$ cat src/rtl/btb_update_ctrl_pkg.sv
// btb_update_ctrl_pkg: shared BTB geometry, entry layout, index hash and FSM encoding
package btb_update_ctrl_pkg;
  localparam int BTB_DEPTH_LOG2 = 5;
  localparam int BTB_TAG_LENGTH = 16;
  localparam int ENTRY_TGT_LSB = 0;
  localparam int ENTRY_TGT_W = 30;
  localparam int ENTRY_TAG_LSB = ENTRY_TGT_LSB + ENTRY_TGT_W;
  typedef enum logic {CLEAR = 1'b0, RUN = 1'b1} btb_state_e;
  function automatic logic [31:0] btb_index(input logic [31:0] pc, input int l);
    return ((pc >> 2) ^ (pc >> (l + 2))) & ((32'd1 << l) - 32'd1);
  endfunction
endpackage

$ cat src/rtl/btb_update_fifo.sv
// btb_update_fifo: 2-push/1-pop fall-through FIFO with tail overwrite and free count
module btb_update_fifo #(
  parameter int W = 8,
  parameter int DL = 2
) (
  input  logic         clk,
  input  logic         rst_n,
  input  logic         clr,
  input  logic         push_a,
  input  logic [W-1:0] da,
  input  logic         push_b,
  input  logic [W-1:0] db,
  input  logic         ow,
  input  logic [W-1:0] dow,
  input  logic         pop,
  output logic [W-1:0] head,
  output logic [W-1:0] tail,
  output logic         empty,
  output logic [DL:0]  free
);
  localparam int DEPTH = 2 ** DL;
  logic [W-1:0] mem [DEPTH];
  logic [DL:0] wr, rd, cnt, wr_b, wr_t;
  assign cnt = wr - rd;
  assign empty = cnt == '0;
  assign free = (DL+1)'(DEPTH) - cnt;
  assign wr_t = wr - (DL+1)'(1);
  assign wr_b = wr + (DL+1)'(push_a);
  assign tail = mem[wr_t[DL-1:0]];
  // an empty FIFO hands its first push straight to the reader; a sole entry may be overwritten while read
  assign head = empty ? da : (ow && cnt == (DL+1)'(1)) ? dow : mem[rd[DL-1:0]];
  always_ff @(posedge clk or negedge rst_n) begin
    if (!rst_n) begin
      wr <= '0;
      rd <= '0;
    end else if (clr) begin
      wr <= '0;
      rd <= '0;
    end else begin
      wr <= wr_b + (DL+1)'(push_b);
      rd <= rd + (DL+1)'(pop);
    end
  end
  always_ff @(posedge clk) begin
    if (ow) mem[wr_t[DL-1:0]] <= dow;
    if (push_a) mem[wr[DL-1:0]] <= da;
    if (push_b) mem[wr_b[DL-1:0]] <= db;
  end
endmodule

$ cat src/rtl/btb_update_ctrl.sv
// btb_update_ctrl: BTB write sequencer (clear walk + 2-port update FIFO); BTB_UPDATE_COALESCE_EN merges same-index updates at the tail
module btb_update_ctrl #(
  parameter int BTB_DEPTH_LOG2  = btb_update_ctrl_pkg::BTB_DEPTH_LOG2,
  parameter int BTB_TAG_LENGTH  = btb_update_ctrl_pkg::BTB_TAG_LENGTH,
  parameter int FIFO_DEPTH_LOG2 = 2
) (
  input  logic                        clk,
  input  logic                        rst_n,
  input  logic                        flush_i,
  input  logic                        upd0_valid_i,
  input  logic [31:0]                 upd0_pc_i,
  input  logic [31:0]                 upd0_target_i,
  output logic                        upd0_ready_o,
  input  logic                        upd1_valid_i,
  input  logic [31:0]                 upd1_pc_i,
  input  logic [31:0]                 upd1_target_i,
  output logic                        upd1_ready_o,
  output logic                        btb_we_o,
  output logic [BTB_DEPTH_LOG2-1:0]   btb_windex_o,
  output logic [BTB_TAG_LENGTH+30:0]  btb_wentry_o,
  output logic                        btb_busy_o
);
  import btb_update_ctrl_pkg::*;
  localparam int L = BTB_DEPTH_LOG2;
  localparam int FL = FIFO_DEPTH_LOG2;
  localparam int EW = ENTRY_TAG_LSB + BTB_TAG_LENGTH + 1;
  localparam int DW = L + EW;
  btb_state_e state, state_n;
  logic [L-1:0] clear_cnt;
  logic run, acc0, acc1, pop, fifo_empty, push_a, push_b, ow;
  logic [FL:0] free;
  logic [DW-1:0] u0, u1, da, db, dow, head, tail;
  logic unused_lsbs;
  assign unused_lsbs = ^{upd0_target_i[1:0], upd1_target_i[1:0]};
  // FIFO words carry the hashed index above the BTB entry so coalescing can compare it
  assign u0 = {L'(btb_index(upd0_pc_i, L)), 1'b1, upd0_pc_i[BTB_TAG_LENGTH+1:2], upd0_target_i[31:2]};
  assign u1 = {L'(btb_index(upd1_pc_i, L)), 1'b1, upd1_pc_i[BTB_TAG_LENGTH+1:2], upd1_target_i[31:2]};
  always_ff @(posedge clk or negedge rst_n) begin
    if (!rst_n) state <= CLEAR;
    else state <= state_n;
  end
  always_comb begin
    state_n = flush_i ? CLEAR : (state == CLEAR && &clear_cnt) ? RUN : state;
  end
  always_comb begin
    run = state == RUN && !flush_i;
    upd0_ready_o = run && free != '0;
    upd1_ready_o = run && (free > (FL+1)'(1) || (free == (FL+1)'(1) && !upd0_valid_i));
  end
  assign acc0 = upd0_valid_i && upd0_ready_o;
  assign acc1 = upd1_valid_i && upd1_ready_o;
  assign db = u1;
`ifdef BTB_UPDATE_COALESCE_EN
  logic m0, m1, p0;
  // port 0 is applied before port 1, so port 1 may merge into what port 0 just left at the tail
  assign m0 = acc0 && !fifo_empty && tail[DW-1 -: L] == u0[DW-1 -: L];
  assign p0 = acc0 && !m0;
  assign m1 = acc1 && (acc0 ? u1[DW-1 -: L] == u0[DW-1 -: L] : !fifo_empty && tail[DW-1 -: L] == u1[DW-1 -: L]);
  assign ow = m0 || (m1 && !acc0);
  assign dow = m1 ? u1 : u0;
  assign push_a = p0 || (acc1 && !m1);
  assign da = (p0 && !m1) ? u0 : u1;
  assign push_b = p0 && acc1 && !m1;
`else
  logic unused_tail;
  assign unused_tail = ^tail;
  assign ow = 1'b0;
  assign dow = '0;
  assign push_a = acc0 || acc1;
  assign da = acc0 ? u0 : u1;
  assign push_b = acc0 && acc1;
`endif
  assign pop = run && (!fifo_empty || push_a);
  btb_update_fifo #(.W(DW), .DL(FL)) u_fifo (
    .clk(clk), .rst_n(rst_n), .clr(flush_i),
    .push_a(push_a), .da(da), .push_b(push_b), .db(db),
    .ow(ow), .dow(dow), .pop(pop),
    .head(head), .tail(tail), .empty(fifo_empty), .free(free)
  );
  always_ff @(posedge clk or negedge rst_n) begin
    if (!rst_n) begin
      clear_cnt <= '0;
      btb_we_o <= 1'b0;
      btb_windex_o <= '0;
      btb_wentry_o <= '0;
      btb_busy_o <= 1'b1;
    end else begin
      clear_cnt <= flush_i ? '0 : state == CLEAR ? clear_cnt + L'(1) : clear_cnt;
      btb_we_o <= !flush_i && (state == CLEAR || pop);
      // stays high through the cycle that shows the final invalidation write
      btb_busy_o <= state == CLEAR || state_n == CLEAR;
      if (!flush_i && state == CLEAR) begin
        btb_windex_o <= clear_cnt;
        btb_wentry_o <= '0;
      end else if (pop) begin
        btb_windex_o <= head[DW-1 -: L];
        btb_wentry_o <= head[EW-1:0];
      end
    end
  end
endmodule

$ cat config.mk
export PLATFORM = sky130hd
export DESIGN_NAME = btb_update_ctrl
export DESIGN_NICKNAME = d
export VERILOG_FILES = /design/src/rtl/btb_update_ctrl_pkg.sv /design/src/rtl/btb_update_fifo.sv /design/src/rtl/btb_update_ctrl.sv
export SDC_FILE = /design/constraint.sdc
export NUM_CORES = 1
export LEC_CHECK = 0
export ABC_CLOCK_PERIOD_IN_PS = 8000
export BUFFER_PORTS_ARGS = -buffer_cell sky130_fd_sc_hd__buf_2
export CAP_MARGIN = 20
export CORE_UTILIZATION = 58
export CTS_CLUSTER_DIAMETER = 100
export CTS_CLUSTER_SIZE = 24
export DETAILED_ROUTE_END_ITERATION = 8
export GPL_TIMING_DRIVEN = 0
export PLACE_DENSITY_LB_ADDON = 0.12
export SKIP_CTS_REPAIR_TIMING = 1
export SYNTH_ARGS = -nofsm -noshare
export SYNTH_HDL_FRONTEND = slang
export SYNTH_SLANG_ARGS = --single-unit
$ cat constraint.sdc
create_clock -name clk -period 8 [get_ports clk]
set_input_delay 1.6 -clock clk [delete_from_list [all_inputs] [get_ports clk]]
set_output_delay 1.6 -clock clk [all_outputs]
set_load 0.01 [all_outputs]
==> qor.yml <==
start_util_pct: 59.2
worst_path_max_delay_cell: "clkbuf_1"
io_pins: 189
io_buffers: 151
drt_wl_total_mm: 33.4
rows: 56
synth_seq_area_share_pct: 55.8
drive_gt1_share_pct: 43.6
cp_common_cell: "ha_1"
clockPowerShare_pct: 33.0
grt_pass1_wl_mm: 51.3
max_slew_margin_pct: 27.8
grt_overflow_total: 0
routedWlPerCell_um: 23.8
crit_path_end_kind: "flip-flop"
n_fill_cell: 1754
path_cells: "buf_2 -> clkbuf_1 -> clkbuf_1 -> inv_1 -> fa_1 -> xnor2_1 -> xor2_1 -> ha_1 -> or4b_4 -> a41o_1 -> ha_1 -> ha_1 -> or3_1 -> nor3_4 -> buf_4 -> a21o_4"
syn_nets: 1049
drt_iter0_drc: 690
dieArea_mm2: 0.0246
hpwl_mm: 21.9
area_delta_synth_final_pct: 12.6
slew_violations: 0
synth_ff_type: "edfxtp_1"
maxCapViolations: 0
worstSetupPathType: "reg2reg"
clk_latency_ns: 0.52
critPathMaxStageDelay_ns: 0.68
tightest_slew_ns: 1.08
power_density_mw_per_mm2: 161
dieWidth_um: 157
cts_tree: "yes"
core_area_mm2: 0.0235
pwr-share-comb_pct: 6.9
p_switching_mw: 0.564
cts.sinks: 270
outcome: "complete, no violations"
synth_edf_count: 204
placed_cell_area_mm2: 0.0152
pwr-share-seq_pct: 60.1
root_buffer: "clkbuf_16"
dr.pass1.iters: 5
cts_max_path_buffers: 3
ant_nets: 0
yosysMostFrequentCell: "edfxtp_1"
intPower_mw: 1.96
cp-start-kind: "flip-flop"
ys_types: 51
route.detailed.drc: 0
syn_area_mm2: 0.0139
p_total_mw: 2.52
finalSetupViolations: 0
fmax_ghz: 0.148
final_cell_area_mm2: 0.0157
synthArstFlopShare_pct: 24.4
post_synth.cell_area_avg_um2: 15.4
cts_inserted_buffers: 15
hold_path_class: "reg2reg"
path_clk_slew_ns: 0.10
yosys.area.top_type_share_pct: 44.0
finClkSkew_ns: 0.0347
final_net_count: 1222
netlist_instances: 902
yosys-top-cells-count: "edfxtp_1 (204), mux2_2 (175), dfrtp_1 (65)"
yosys-top-cells-area: "edfxtp_1 (44%), mux2_2 (14%), dfrtp_1 (12%), mux4_2 (8.2%), mux2i_1 (3.2%)"
htree_levels: 1
grt_pass1_vias: 8892
critical_path_required_ns: 8.13
chipHeight_um: 157
worstPathArrival_ns: 6.91
viasPerCell: 6.14
rsz0062_at_grt: "false"
leakagePower_nw: 6.00
finalCriticalPeriod_ns: 6.78
ys_ff_latch: 270
grt_use_total_pct: 28.2
grt_max_degree: 52
path_max_fanout: 51
place.gp.congestion: 0.813
synth_warnings: 0
antenna_found_initial: 1
period_share_pct: 84.7
vias: 8625
ir_worst_vdd_mv: 0.139
yosys.area.top_type: "edfxtp_1"
netSwitchingFraction_pct: 22.3
hold_viol: 0
## cell families after synthesis
| kind of cell | synth area share, % |
|---|---|
| AOI/OAI and AO/OA | 6.00 |
| xor gates and xnor gates | 1.13 |
| adders and majority gates | 1.31 |
| buffers and inverters | 2.92 |
| DFF | 55.8 |
| muxes | 28.3 |
| and+or+nand+nor | 4.45 |
## placed cells by master (no fill, tap or decap), types with 10 or more instances in the layout
cell type / Yosys / routed
nand2_1: 59 / 59
a31oi_1: 23 / 23
dfrtp_1: 65 / 65
a22o_1: 23 / 23
edfxtp_1: 204 / 204
mux2_2: 175 / 175
buf_6: 10 / 10
o2bb2ai_1: 23 / 23
nor2_1: 40 / 40
ha_1: 13 / 13
clkbuf_16: 0 / 15
buf_4: 9 / 10
mux2i_1: 45 / 45
xnor2_1: 14 / 14
mux4_2: 51 / 51
clkbuf_1: 18 / 27
mux2_1: 27 / 27
buf_2: 22 / 172
## path summary, 6_finish.rpt
check	startpoint	end	slack (ns)	cells past startpoint
max	u_fifo.rd[1]	u_fifo.mem[0][15]	1.22	16
min	btb_wentry_o[6]	btb_wentry_o[6]	0.49	1
max reg2reg	u_fifo.rd[1]	u_fifo.mem[0][15]	1.22	16
min reg2reg	btb_wentry_o[6]	btb_wentry_o[6]	0.49	1
max in group asynchronous	rst_n	btb_busy_o	6.34	2
min in group asynchronous	rst_n	btb_wentry_o[29]	1.01	1
## area by class of cell
cell class	instances	area [µm²]	area share, %
inverter	12	45.0	0.287
antenna	1	2.50	0.0160
clock inverter	2	28.8	0.184
multi-input combinational	560	5780	36.9
clock buffer	24	409	2.61
timing repair buffer	156	873	5.57
sequential	270	7780	49.6
tap	319	399	2.55
buffer	60	362	2.31
## worst max-delay path, delay by kind of cell, from the launching register on
kind	cells	cell delay, ns
buf+inv	5	2.00
xor+xnor	2	0.41
simple gates	3	1.31
compound gates	2	0.98
flops	1	0.36
fa+ha+maj	4	1.28
## power groups by stage
| stage | clock [mW] | combinational, mW | sequential [mW] |
|---|---|---|---|
| after floorplan | 0 | 0.0938 | 1.55 |
| after global placement | 0 | 0.167 | 1.55 |
| after detailed placement | 0 | 0.174 | 1.55 |
| after CTS | 0.850 | 0.175 | 1.52 |
| after global routing | 0.885 | 0.190 | 1.52 |
| final | 0.832 | 0.174 | 1.52 |
## state kept, by name (all words and copies together) (netlist names)
| register | flops |
|---|---|
| btb_wentry_o | 47 |
| clear_cnt | 5 |
| u_fifo.mem | 204 |
| btb_windex_o | 5 |
| btb_busy_o | 1 |
| u_fifo.rd | 3 |
| state | 1 |
| btb_we_o | 1 |
| u_fifo.wr | 3 |
## layer usage
layer	wire (µm)	global-route usage, %
met3	2100	3.58
met2	16700	48.1
met4	688	7.80
met1	14000	38.2
met5	0	0
## metrics by stage
step / utilization [%] / setup slack (ns) / hold WS (ns) / setup TNS [ns] / instances
finish: 66.6 / 1.22 / 0.493 / 0 / 1404
CTS: 66.6 / 1.26 / 0.496 / 0 / 1403
detailed placement: 64.7 / 1.30 / 0.469 / 0 / 1377
global route: 66.6 / 0.887 / 0.513 / 0 / 1404
floorplan: - / 1.82 / 0.518 / 0 / 902
global placement: 64.1 / -1.06 / 0.467 / -103.78 / 1372
Power figures use the tool's default switching activity.
